==> src/rtl/mux16_scan_seq.sv <==
// Sequencer for a 16x1 mux: holds a word on the mux data inputs and steps the select through a window.
// It samples the mux output after a settle interval and streams each sampled bit out with valid/ready/last.
module mux16_scan_seq #(
    parameter bit MSB_FIRST   = 1'b0,
    parameter int HOLD_CYCLES = 1
) (
    input  logic        clk,
    input  logic        rst_n,
    input  logic        in_valid,
    output logic        in_ready,
    input  logic [15:0] in_data,
    input  logic [3:0]  in_start,
    input  logic [3:0]  in_cnt,
    output logic [15:0] mux_a,
    output logic [3:0]  mux_s,
    input  logic        mux_out,
    output logic        ser_bit,
    output logic        ser_valid,
    input  logic        ser_ready,
    output logic        ser_last,
    output logic        busy
);

    localparam logic [3:0] HOLD_INIT = 4'(HOLD_CYCLES - 1);

    typedef enum logic [1:0] {IDLE, SETTLE, EMIT} state_t;

    state_t     state;
    logic [3:0] remaining;
    logic [3:0] hold;

    always_ff @(posedge clk or negedge rst_n) begin
        if (!rst_n) begin
            state     <= IDLE;
            mux_a     <= 16'h0000;
            mux_s     <= 4'h0;
            ser_bit   <= 1'b0;
            ser_valid <= 1'b0;
            remaining <= 4'h0;
            hold      <= 4'h0;
        end else begin
            case (state)
                IDLE: begin
                    if (in_valid) begin
                        mux_a     <= in_data;
                        mux_s     <= in_start;
                        remaining <= in_cnt;
                        hold      <= HOLD_INIT;
                        state     <= SETTLE;
                    end
                end
                SETTLE: begin
                    if (hold != 4'h0) begin
                        hold <= hold - 4'd1;
                    end else begin
                        // Mux is combinational; after the hold interval its output is settled.
                        ser_bit   <= mux_out;
                        ser_valid <= 1'b1;
                        state     <= EMIT;
                    end
                end
                EMIT: begin
                    if (ser_ready) begin
                        ser_valid <= 1'b0;
                        if (remaining == 4'h0) begin
                            state <= IDLE;
                        end else begin
                            mux_s     <= MSB_FIRST ? (mux_s - 4'd1) : (mux_s + 4'd1);
                            remaining <= remaining - 4'd1;
                            hold      <= HOLD_INIT;
                            state     <= SETTLE;
                        end
                    end
                end
                default: state <= IDLE;
            endcase
        end
    end

    assign in_ready = (state == IDLE);
    assign busy     = (state != IDLE);
    assign ser_last = ser_valid & (remaining == 4'h0);

endmodule

==> config.mk <==
export PLATFORM = sky130hd
export DESIGN_NAME = mux16_scan_seq
export DESIGN_NICKNAME = d
export VERILOG_FILES = /design/src/rtl/mux16_scan_seq.sv
export SDC_FILE = /design/constraint.sdc
export NUM_CORES = 1
export LEC_CHECK = 0
export ABC_AREA = 1
export CAP_MARGIN = 10
export CORE_AREA = 3 3 75 63
export CTS_BUF_LIST = sky130_fd_sc_hd__clkbuf_4
export DETAILED_ROUTE_END_ITERATION = 10
export DIE_AREA = 0 0 78 66
export PLACE_DENSITY_LB_ADDON = 0.12
export SYNTH_ARGS = -nofsm -noshare
export SYNTH_HDL_FRONTEND = slang
export SYNTH_SLANG_ARGS = --single-unit
==> constraint.sdc <==
create_clock -name clk -period 1.4 [get_ports clk]
set_input_delay 0.21 -clock clk [delete_from_list [all_inputs] [get_ports clk]]
set_output_delay 0.21 -clock clk [all_outputs]
set_load 0.02 [all_outputs]
# == After elaboration in Yosys (flattened, before gate mapping) ==
# Cells that the tools add are included.
# op_classes
add_sub_neg,3
n_eq_ne,7
mux,21
bitwise_logic,2
n_reduce_logical,13
# op_table
operator,count
two-way mux 4 bit,10
case mux 4 bit (2 select lines),2
case mux 4 bit (3 select lines),1
"inequality test 2 bit, second input constant",5
"subtractor 4 x 1 -> 4 bit, second input constant",2
two-way mux 2 bit,3
case mux 2 bit (3 select lines),1
AND reduction 3 bit,2
nonzero test 2 bit,3
AND reduction 5 bit,1
"adder 4 x 1 -> 4 bit, second input constant",1
logical NOT 4 bit,1
AND reduction 2 bit,2
AND reduction 4 bit,1
nonzero test 4 bit,1
two-way mux 1 bit,3
nonzero test 3 bit,1
"equality test 2 x 1 -> 1 bit, second input constant",1
"equality test 2 bit, second input constant",1
logical NOT 2 bit,1
case mux 1 bit (2 select lines),1
bitwise AND 1 bit,1
NOT 1 bit,1
# totals
register_bits,32
input_bits,29
output_inout_bits,25
wordCells,53

# == Logic depth before layout (Yosys ltp) ==
# Gate-level depths: netlist of run 1.
# logic_depth
word_depth,4
depth_mapped,8
ltp_nobuf,7

# == Worst setup path before layout of run 1 ==
# Ideal clock, no wire load.
# synth_timing
path_type,register to register
from,register state[0]
to,register mux_a[10]
setup_time_ps,125
arrival_ps,1233
required_time_ps,1275
setup_slack_ps,42
stages_incl_launch_ff,5
n_path_buf,1
period_less_slack_ps,1358
cell_sequence,dfrtp_1 nor2_4 nand2_4 buf_12 mux2_4
# synth_via
elab_chain_cells,2
# synth_lines
element,line_no,source
"start, declared",28,state_t state;
"start signal, assigned",34,state <= IDLE;
"start signal, assigned",49,state <= SETTLE;
"start signal, assigned",59,state <= EMIT;
logical NOT 2 bit,n/a,
net in_ready,10,"output logic in_ready,"
AND reduction 2 bit (no source line),n/a,
"end signal, assigned",45,mux_a <= in_data;
"end, declared",14,"output logic [15:0] mux_a,"
# The timed path passes the listed nets, and every way through them passes these cells.
# A chain may end at the register's enable or synchronous reset.

# == Worst setup path in the final report of run 1 ==
# layout_timing
from,register remaining[1]
to,output port ser_last
# layout_via
elab_chain_cells,2
# layout_lines
element,line_no,source
"start, declared",29,logic [3:0] remaining;
"start signal, assigned",47,remaining <= in_cnt;
"start signal, assigned",69,remaining <= remaining - 4'd1;
logical NOT 4 bit,82,assign ser_last = ser_valid & (remaining == 4'h0);
bitwise AND 1 bit,82,
"end, declared",20,"output logic ser_last,"
# Every way passes these cells.

==> impl_metrics.env, run 1 <==
export IMPL_syn_area_per_cell_um2=9.685
export IMPL_multiInputGateArea_um2=792.0
export IMPL_cellPowerDensity_nw_per_um2=2307
export IMPL_area_growth_pct=52.61
export IMPL_maxCapViolCount=0
export IMPL_worstSkewPairLatency_ps=330
export IMPL_slew_violations=0
export IMPL_cts_tree="yes"
export IMPL_syn_nets=199
export IMPL_cts_root_buf="clkbuf_4"
export IMPL_yosys_warnings=0
export IMPL_hold_viol=0
export IMPL_clock_sinks=32
export IMPL_worst_slew_margin_rel=0.8135
export IMPL_rows=21
export IMPL_dieWidth_um=78
export IMPL_synth_seq_area_share=0.4981
export IMPL_io_pins=54
export IMPL_antenna_found_initial=0
export IMPL_place_gp_congestion=0.7852
export IMPL_min_period_over_period=1.049
export IMPL_mostFrequentLayoutCell="nand2_1"
export IMPL_fill_cells=373
export IMPL_status="finished with violations"
export IMPL_drtAntennaViolNets=0
export IMPL_netlist_area_um2=1608
export IMPL_grt_pass1_vias=1330
export IMPL_num_antenna_cells=0
export IMPL_die_h_um=66
export IMPL_num_vias=1396
export IMPL_ys_ff_latch=32
export IMPL_p_leak_nw=1.225
export IMPL_pre_cts_ws_ps=-162.1
export IMPL_yosysTopAreaCell="dfrtp_1"
export IMPL_dr_pass1_iters=4
export IMPL_wl_mm=3.913
export IMPL_h_tree_depth=2
export IMPL_netlist_area_leader_share=0.4981
export IMPL_drive_gt1_frac=0.3004
export IMPL_max_freq_ghz=0.6809
export IMPL_setup_violations=1
export IMPL_drc_errors=0
export IMPL_period_minus_slack_ps=1469
export IMPL_cp_start_kind="register"
export IMPL_violations="negative setup slack"
export IMPL_layout_setup_ws_ps=-68.68
export IMPL_rsz0062_at_grt="true"
export IMPL_peakVddDrop_uv=1089
export IMPL_final_setup_skew_ps=8.175
export IMPL_yosysUniqueCellTypes=21
export IMPL_nets=275
export IMPL_final_cell_mix="nand2_1 (50), dfrtp_1 (31), clkdlybuf4s50_1 (28), dlygate4sd2_1 (21), buf_4 (17)"
export IMPL_stdcell_count=300
export IMPL_hp_class="in2async"
export IMPL_cts_buffers=5
export IMPL_hpwl_mm=2.751
export IMPL_criticalPathCategory="reg2out"
export IMPL_vias_per_cell=4.653
export IMPL_path_clk_slew_ps=100
export IMPL_dieArea_um2=5148
export IMPL_arrival_ps=1260
export IMPL_track_usage=0.1607
export IMPL_grt_pass1_wl_mm=6.430
export IMPL_regArea_um2=802.0
export IMPL_portBuffers=53
export IMPL_drt_iter0_markers=57
export IMPL_ctsHoldBuffers=0
export IMPL_core_um2=4099
export IMPL_cp_max_fo=2
export IMPL_cp_end_kind="primary output"
export IMPL_start_util=0.3922
export IMPL_synthCells=166
export IMPL_synth_area_leaders="dfrtp_1 (50%), nand2_1 (12%), mux2_4 (9.3%), nand3_1 (4.7%), mux2_2 (4.2%)"
export IMPL_clockBufferDepth=2
export IMPL_wl_per_cell_um=13.04
export IMPL_grt_start_max_net_pins=33
export IMPL_dp_cells=284
export IMPL_required_ps=1190
export IMPL_worst_pin_slew_ps=279.5
export IMPL_overflow=0
-- cells by family after synthesis --
family          count (synthesis)  synth area share
fa+ha+maj                       4           0.03113
buf+inv                        18           0.05914
mux                            16            0.1354
simple gates                   85            0.2397
flops                          32            0.4981
compound gates                 11           0.03657
-- state kept, by name, summed over array words and instances (netlist names) --
name	count
remaining	4
ser_bit	1
mux_s	4
mux_a	16
ser_valid	1
state	2
hold	4
-- area by class of cell --
class / count / area share
Sequential cell: 32 / 0.3269
Tap cell: 57 / 0.02907
Timing Repair Buffer: 71 / 0.2647
Inverter: 15 / 0.02397
Multi-Input combinational cell: 117 / 0.3228
Clock buffer: 6 / 0.01836
Clock inverter: 2 / 0.01428
-- cells in the mapped netlist --
cell type,count
nor2_1,6
or2_0,2
inv_1,12
mux2_2,6
or2_2,4
o21ai_1,3
mux2_4,10
nand2_4,1
nand2_1,53
o21ai_0,4
nand3_1,15
nor2_4,3
dfrtp_1,32
ha_1,4
buf_6,1
buf_4,1
o21ai_2,1
inv_2,3
buf_12,1
nand4_1,1
a21oi_1,3
-- layer usage --
| metal | global-route usage | wire length [um] | up-vias | share of wire |
|---|---|---|---|---|
| met5 | 0 | 0 | - | 0 |
| met4 | 0.04803 | 38 | 0 | 0.0097 |
| met3 | 0.04496 | 206 | 4 | 0.053 |
| met2 | 0.2767 | 2038 | 37 | 0.52 |
| met1 | 0.1974 | 1630 | 668 | 0.42 |
| li1 | - | - | 687 | - |
-- through the flow --
| step | setup TNS [ps] | power, W | hold WS [ps] | cell area [um^2] | util |
|---|---|---|---|---|---|
| 2_1_floorplan | 0 | 0.003534 | -85.59 | 1608 | - |
| 3_3_place_gp | -396.8 | 0.004740 | 459.8 | 2266 | 0.5528 |
| 3_5_place_dp | -1345 | 0.004834 | 462.9 | 2266 | 0.5528 |
| 4_1_cts | -159.0 | 0.005368 | 261.4 | 2328 | 0.5681 |
| 5_1_grt | -166.7 | 0.006127 | 261.8 | 2454 | 0.5986 |
| 6_report | -68.68 | 0.005660 | 257.3 | 2454 | 0.5986 |
-- final timing paths --
check                             startpoint            to  slack [ps]  cells past startpoint
worst max register to register      state[1]  remaining[3]          50                      7
worst min register to register       ser_bit       ser_bit         480                      2
min in group clk                     mux_out       ser_bit         450                      3
worst min-delay path                   rst_n     mux_a[13]         260                      2
max in group asynchronous              rst_n      mux_s[0]         960                      2
worst max-delay path            remaining[1]      ser_last         -70                      5
-- critical path, stage by stage (launching register included) --
cell	delay (ps)
dfrtp_1	410
inv_2	90
ha_4	130
nand2_1	50
nor2_1	110
buf_4	150
-- timing repair --
action,CTS,global route
pin swaps,2,6
resized for setup,37,24
gates cloned,2,0
setup endpoints to repair,28,18
buffers inserted,0,6
-- where the power goes --
group	switching, W	leakage (nW)	internal (W)
registers	0.000295	0.384	0.00138
clock network	0.000319	0.0456	0.000394
logic	0.00174	0.795	0.00154
Note: power is estimated with default switching activity, not from simulation.
==> inputs of run 2 (changes only) <==
Settings changed: CORE_AREA 3 3 75 63 to 3 3 78 65, DIE_AREA 0 0 78 66 to 0 0 81 68.
==> run 2 against run 1 <==
  * The flow still finishes with violations (negative setup slack)
  * Core utilization is 3.5 points lower
  * Wire length is 3.2% lower
  * Global-route usage is 2.4 points lower
  * Combinational power hardly changed
  * Clock power is 35% lower
  * Highest routed layer unchanged
==> impl_metrics.env, run 2 (synthesized netlist as in run 1, its figures left out) <==
export IMPL_status="finished with violations"
export IMPL_violations="negative setup slack"
export IMPL_reg2reg_from="remaining[1]"
export IMPL_fin_tns_setup_ps=-43.30
export IMPL_rows=21
export IMPL_portBuffers=53
export IMPL_regMostFlops="mux_a"
export IMPL_period_minus_slack_ps=1443
export IMPL_overflow=0
export IMPL_final_setup_skew_ps=2.427
export IMPL_track_usage=0.1371
export IMPL_clock_sinks=32
export IMPL_placed_cell_area_um2=2281
export IMPL_dieWidth_um=81
export IMPL_grt_util_met1=0.1782
export IMPL_hold_ws_ps=256.4
export IMPL_wl_per_cell_um=12.80
export IMPL_drc_errors=0
export IMPL_busiest_layer="met2"
export IMPL_arrival_ps=1230
export IMPL_drtAntennaViolNets=0
export IMPL_grt_start_max_net_pins=33
export IMPL_setup_violations=1
export IMPL_wl_mm=3.789
export IMPL_num_antenna_cells=0
export IMPL_clockBufferDepth=2
export IMPL_largest_reg_flops=16
export IMPL_p_leak_nw=1.195
export IMPL_mostFrequentLayoutCell="nand2_1"
export IMPL_rsz0062_at_grt="true"
export IMPL_internal_power_w=0.003087
export IMPL_nets=272
export IMPL_critPathSlowestCell="dfrtp_1"
export IMPL_r2r_slack_ps=10
export IMPL_met2_usage=0.2203
export IMPL_reg2reg_depth=9
export IMPL_multiInputGateArea_um2=799.5
export IMPL_fill_cells=401
export IMPL_min_period_over_period=1.031
export IMPL_grt_pass1_vias=1289
export IMPL_cp_max_fo=2
export IMPL_max_freq_ghz=0.6929
export IMPL_final_util=0.5635
export IMPL_slew_violations=0
export IMPL_path_clk_slew_ps=90
export IMPL_hpwl_mm=2.734
export IMPL_worstSkewPairLatency_ps=310
export IMPL_cp_start_kind="register"
export IMPL_io_pins=54
export IMPL_cts_root_buf="clkbuf_4"
export IMPL_antenna_found_initial=0
export IMPL_start_util=0.3777
export IMPL_regArea_um2=800.8
export IMPL_num_vias=1383
export IMPL_dr_pass1_iters=4
export IMPL_drt_iter0_markers=60
export IMPL_core_um2=4257
export IMPL_grt_pass1_wl_mm=5.789
export IMPL_use_met3=0.04342
export IMPL_peakVddDrop_uv=1065
export IMPL_cp_end_kind="primary output"
export IMPL_worst_pin_slew_ps=286.8
export IMPL_h_tree_depth=2
export IMPL_required_ps=1190
export IMPL_hold_viol=0
export IMPL_critPathMaxStageDelay_ps=410
export IMPL_criticalPathCategory="reg2out"
export IMPL_crit_chain="inv_2, ha_4, nand2_4, nor2_4, buf_6"
export IMPL_hp_class="in2async"
export IMPL_seq_power_share=0.308
export IMPL_maxCapViolCount=0
export IMPL_vias_per_cell=4.672
export IMPL_layout_setup_ws_ps=-43.30
export IMPL_clockPowerShare=0.086
export IMPL_die_h_um=68
export IMPL_worst_slew_margin_rel=0.8086
export IMPL_p_comb_frac=0.607
export IMPL_reg2reg_to="hold[3]"
export IMPL_ctsHoldBuffers=0
export IMPL_swShare=0.4301
export IMPL_switching_power_w=0.002330
export IMPL_area_growth_pct=49.18
export IMPL_place_gp_congestion=0.8025
export IMPL_cts_buffers=5
export IMPL_cellPowerDensity_nw_per_um2=2258
export IMPL_dieArea_um2=5508
export IMPL_cts_tree="yes"
export IMPL_drive_gt1_frac=0.2845
export IMPL_design_area_um2=2399
export IMPL_final_cell_mix="nand2_1 (49), dfrtp_1 (32), clkdlybuf4s50_1 (28), dlygate4sd2_1 (22)"
## run 2: changes by cell type in the layout (fill, tap and decap cells not counted), sizes merged
| cell | delta |
|---|---|
| dlygate4sd2 | +1 |
| clkinv | +1 |
| buf | -3 |
| clkbuf | -1 |
| clkdlybuf4s15 | -1 |
| bufinv | -1 |
## run 2: layout make-up
cell class                 instances  area share
inverter                          15     0.02452
clock buffer                       5     0.01565
multi-input combinational        117      0.3333
clock inverter                     2    0.003130
sequential                        32      0.3339
timing repair buffer              68      0.2598
tap                               57     0.02973
## run 2: per-layer routing
metal	up-vias	routed length, um
met1	658	1607
met2	42	1922
met5	-	0
met4	0	41
li1	679	-
met3	4	217
## run 2: repair_timing
action,in CTS,in global routing
hold endpoints to repair,0,0
buffers inserted,0,3
cloned,0,1
endpoints found under the setup margin,25,17
resized for setup,32,30
pin swaps,0,8
## run 2: critical path, delay by kind of cell, from the launching register on
kind          cells  cell delay, ps
fa+ha+maj         1             150
simple gates      2             160
buf+inv           2             210
flops             1             410
## run 2: power by group through the flow
stage	Sequential, W	Clock, W	Combinational (W)
floorplan	0.00208	0	0.00145
global placement	0.00167	0	0.00314
detailed placement	0.00169	0	0.00320
CTS	0.00166	0.000488	0.00297
global route	0.00173	0.000534	0.00361
finish	0.00167	0.000465	0.00329
## run 2: stage by stage
| step | cells | setup WS [ps] | total power, W |
|---|---|---|---|
| 4_1_cts | 293 | -110.5 | 0.005117 |
| 3_3_place_gp | 286 | -131.6 | 0.004805 |
| 2_1_floorplan | 166 | 41.78 | 0.003534 |
| 3_5_place_dp | 286 | -196.7 | 0.004889 |
| 5_1_grt | 296 | -103.5 | 0.005879 |
| 6_report | 296 | -43.30 | 0.005416 |
## run 2: worst max path at each step
stage	startpoint	end	slack, ps
global route	remaining[1]	ser_last	-100
global placement	remaining[0]	ser_last	-130
CTS	remaining[1]	ser_last	-110
floorplan	state[0]	mux_a[10]	40
detailed placement	remaining[1]	ser_last	-200
finish	remaining[1]	ser_last	-40
==> edit: new RTL, config.mk and constraints of run 2 <==
The parameter `HOLD_CYCLES` goes from 1 to 0.
--- a/src/rtl/mux16_scan_seq.sv
+++ b/src/rtl/mux16_scan_seq.sv
@@ -2,7 +2,7 @@
 // It samples the mux output after a settle interval and streams each sampled bit out with valid/ready/last.
 module mux16_scan_seq #(
     parameter bit MSB_FIRST   = 1'b0,
-    parameter int HOLD_CYCLES = 1
+    parameter int HOLD_CYCLES = 0
 ) (
     input  logic        clk,
     input  logic        rst_n,
Check against the original RTL: not equivalent (Yosys sat finds a counterexample within 4 cycles, from zero or initial values and one cycle with rst_n low).
==> edit against run 2 <==
  * Cell count grew 11%
  * Sequential power fell by 3%
  * Cell area grew 0.68%
  * Critical endpoint unchanged
  * Critical path depth stayed put
  * Hold slack got worse by 0.019 ns
  * Sequential cell count is the same
  * Setup slack worse by 0.049 ns
  * Total power decreased by 8.6%
  * Clock power grew 6.9%
  * Via count increased by 11%
  * The flow still finishes with violations (negative setup slack)
  * Area after synthesis is 2.3% lower
  * Sequential share of layout area is 0.22 points lower
  * Wire length is 9.4% higher
==> edit: results (changes against run 2) <==
stage	metric	value	unit	change
synth	syn nets	226		was 199
worst_setup_path	Worst Reg-to-Reg Cells	8		was 9
cells_and_area	share of layout cells above drive strength 1	19.56	%	was 28.45%
timing	worst setup margin	-0.09203	ns	was -0.04330 ns
worst_setup_path	worst reg2reg path endpoint	mux_s[0]		was hold[3]
route	via density per instance	4.668		was 4.672
cells_and_area	Final Instance Count excl. Fillers	328		was 296
grt	via count of the first global-routing pass	1528		was 1,289
run_status	status	complete, but fails checks		unchanged
timing	Setup violations, final	1		unchanged
placed_design	final weighted congestion of routability-driven global placement	0.7699		was 0.8025
placed_design	pre-CTS setup slack	-0.2324	ns	was -0.1967 ns
synth	sequential cell area fraction in the yosys report	50.96	%	was 49.81%
worst_setup_path	critical path arrival	1.28	ns	was 1.23 ns
timing	setup TNS	-0.09203	ns	was -0.04330 ns
route	total wire length	4.145	mm	was 3.789 mm
pwr	Leakage Power	0.001265	µW	was 0.001195 µW
run_status	violations in the final reports	negative setup slack		unchanged
route	DRC violation total after the first TritonRoute iteration	75		was 60
grt	total routing resource utilization after global routing	16.53	%	was 13.71%
synth	Netlist cell types	18		was 21
placed_design	total half-perimeter wirelength after legalization and detailed placement	2.990	mm	was 2.734 mm
placed_design	Area after DPL	2303	µm²	was 2281 µm²
timing	Max Clock Skew	0.005317	ns	was 0.002427 ns
grt	global-route wire length before repair	6.955	mm	was 5.789 mm
pwr	peak supply drop	0.9267	mV	was 1.065 mV
worst_setup_path	reg-to-reg slack, setup	0.10	ns	was 0.01 ns
synth	cell types occupying the most area after synthesis	sky130_fd_sc_hd__dfrtp_1 51%, sky130_fd_sc_hd__nand2_1 17%, sky130_fd_sc_hd__nand3_1 11%		was sky130_fd_sc_hd__dfrtp_1 50%, sky130_fd_sc_hd__nand2_1 12%, sky130_fd_sc_hd__mux2_4 9.3%
placed_design	total placed cells including tap cells	317		was 286
edit: cell families after synthesis:
group | share of synthesized area (%)
and+or+nand+nor | 35.99
adders and majority gates | 3.185
AOI/OAI and AO/OA | 3.184
DFF | 50.96
buffers and inverters | 6.130
xor gates and xnor gates | 0.5574
edit: layout make-up:
cell class,count,area [µm²]
Sequential cell,32,800.8
Multi-Input combinational cell,140,752.0
Clock inverter,3,13.76
Fill cell,424,1842
Timing Repair Buffer,76,683.2
Tap cell,57,71.32
Inverter,15,56.30
Clock buffer,5,37.54
edit: critical path, stage by stage (launching register included):
cell and delay [ns]:
sky130_fd_sc_hd__dfrtp_1 0.40, sky130_fd_sc_hd__inv_2 0.08, sky130_fd_sc_hd__ha_4 0.13, sky130_fd_sc_hd__nand3_2 0.08
sky130_fd_sc_hd__nor2_1 0.11, sky130_fd_sc_hd__buf_4 0.15
edit: through the flow:
| stage | hold WS [ns] | util (%) |
|---|---|---|
| 2_1_floorplan | -0.08559 | - |
| 5_1_grt | 0.2336 | 56.73 |
| 3_5_place_dp | 0.4574 | 54.12 |
| 6_report | 0.2375 | 56.73 |
| 4_1_cts | 0.2305 | 54.67 |
| 3_3_place_gp | 0.4534 | 54.12 |
edit: report_power, final:
| part | switching (µW) | internal [µW] |
|---|---|---|
| Combinational | 1630 | 1200 |
| Sequential | 256 | 1360 |
| Clock | 313 | 184 |
| Total | 2200 | 2750 |
edit: metal layers:
layer,GRT usage (%),wire (µm),vias up
met4,6.540,53,0
li1,-,-,782
met1,21.61,2013,703
met2,25.41,1832,39
met3,5.395,246,7
met5,0,0,-
edit: repair_timing:
| action | CTS | global route |
|---|---|---|
| buffers inserted | 0 | 3 |
| pin swaps | 1 | 4 |
| gates resized for setup | 39 | 14 |
| setup endpoints to repair | 35 | 31 |
| cloned | 0 | 1 |
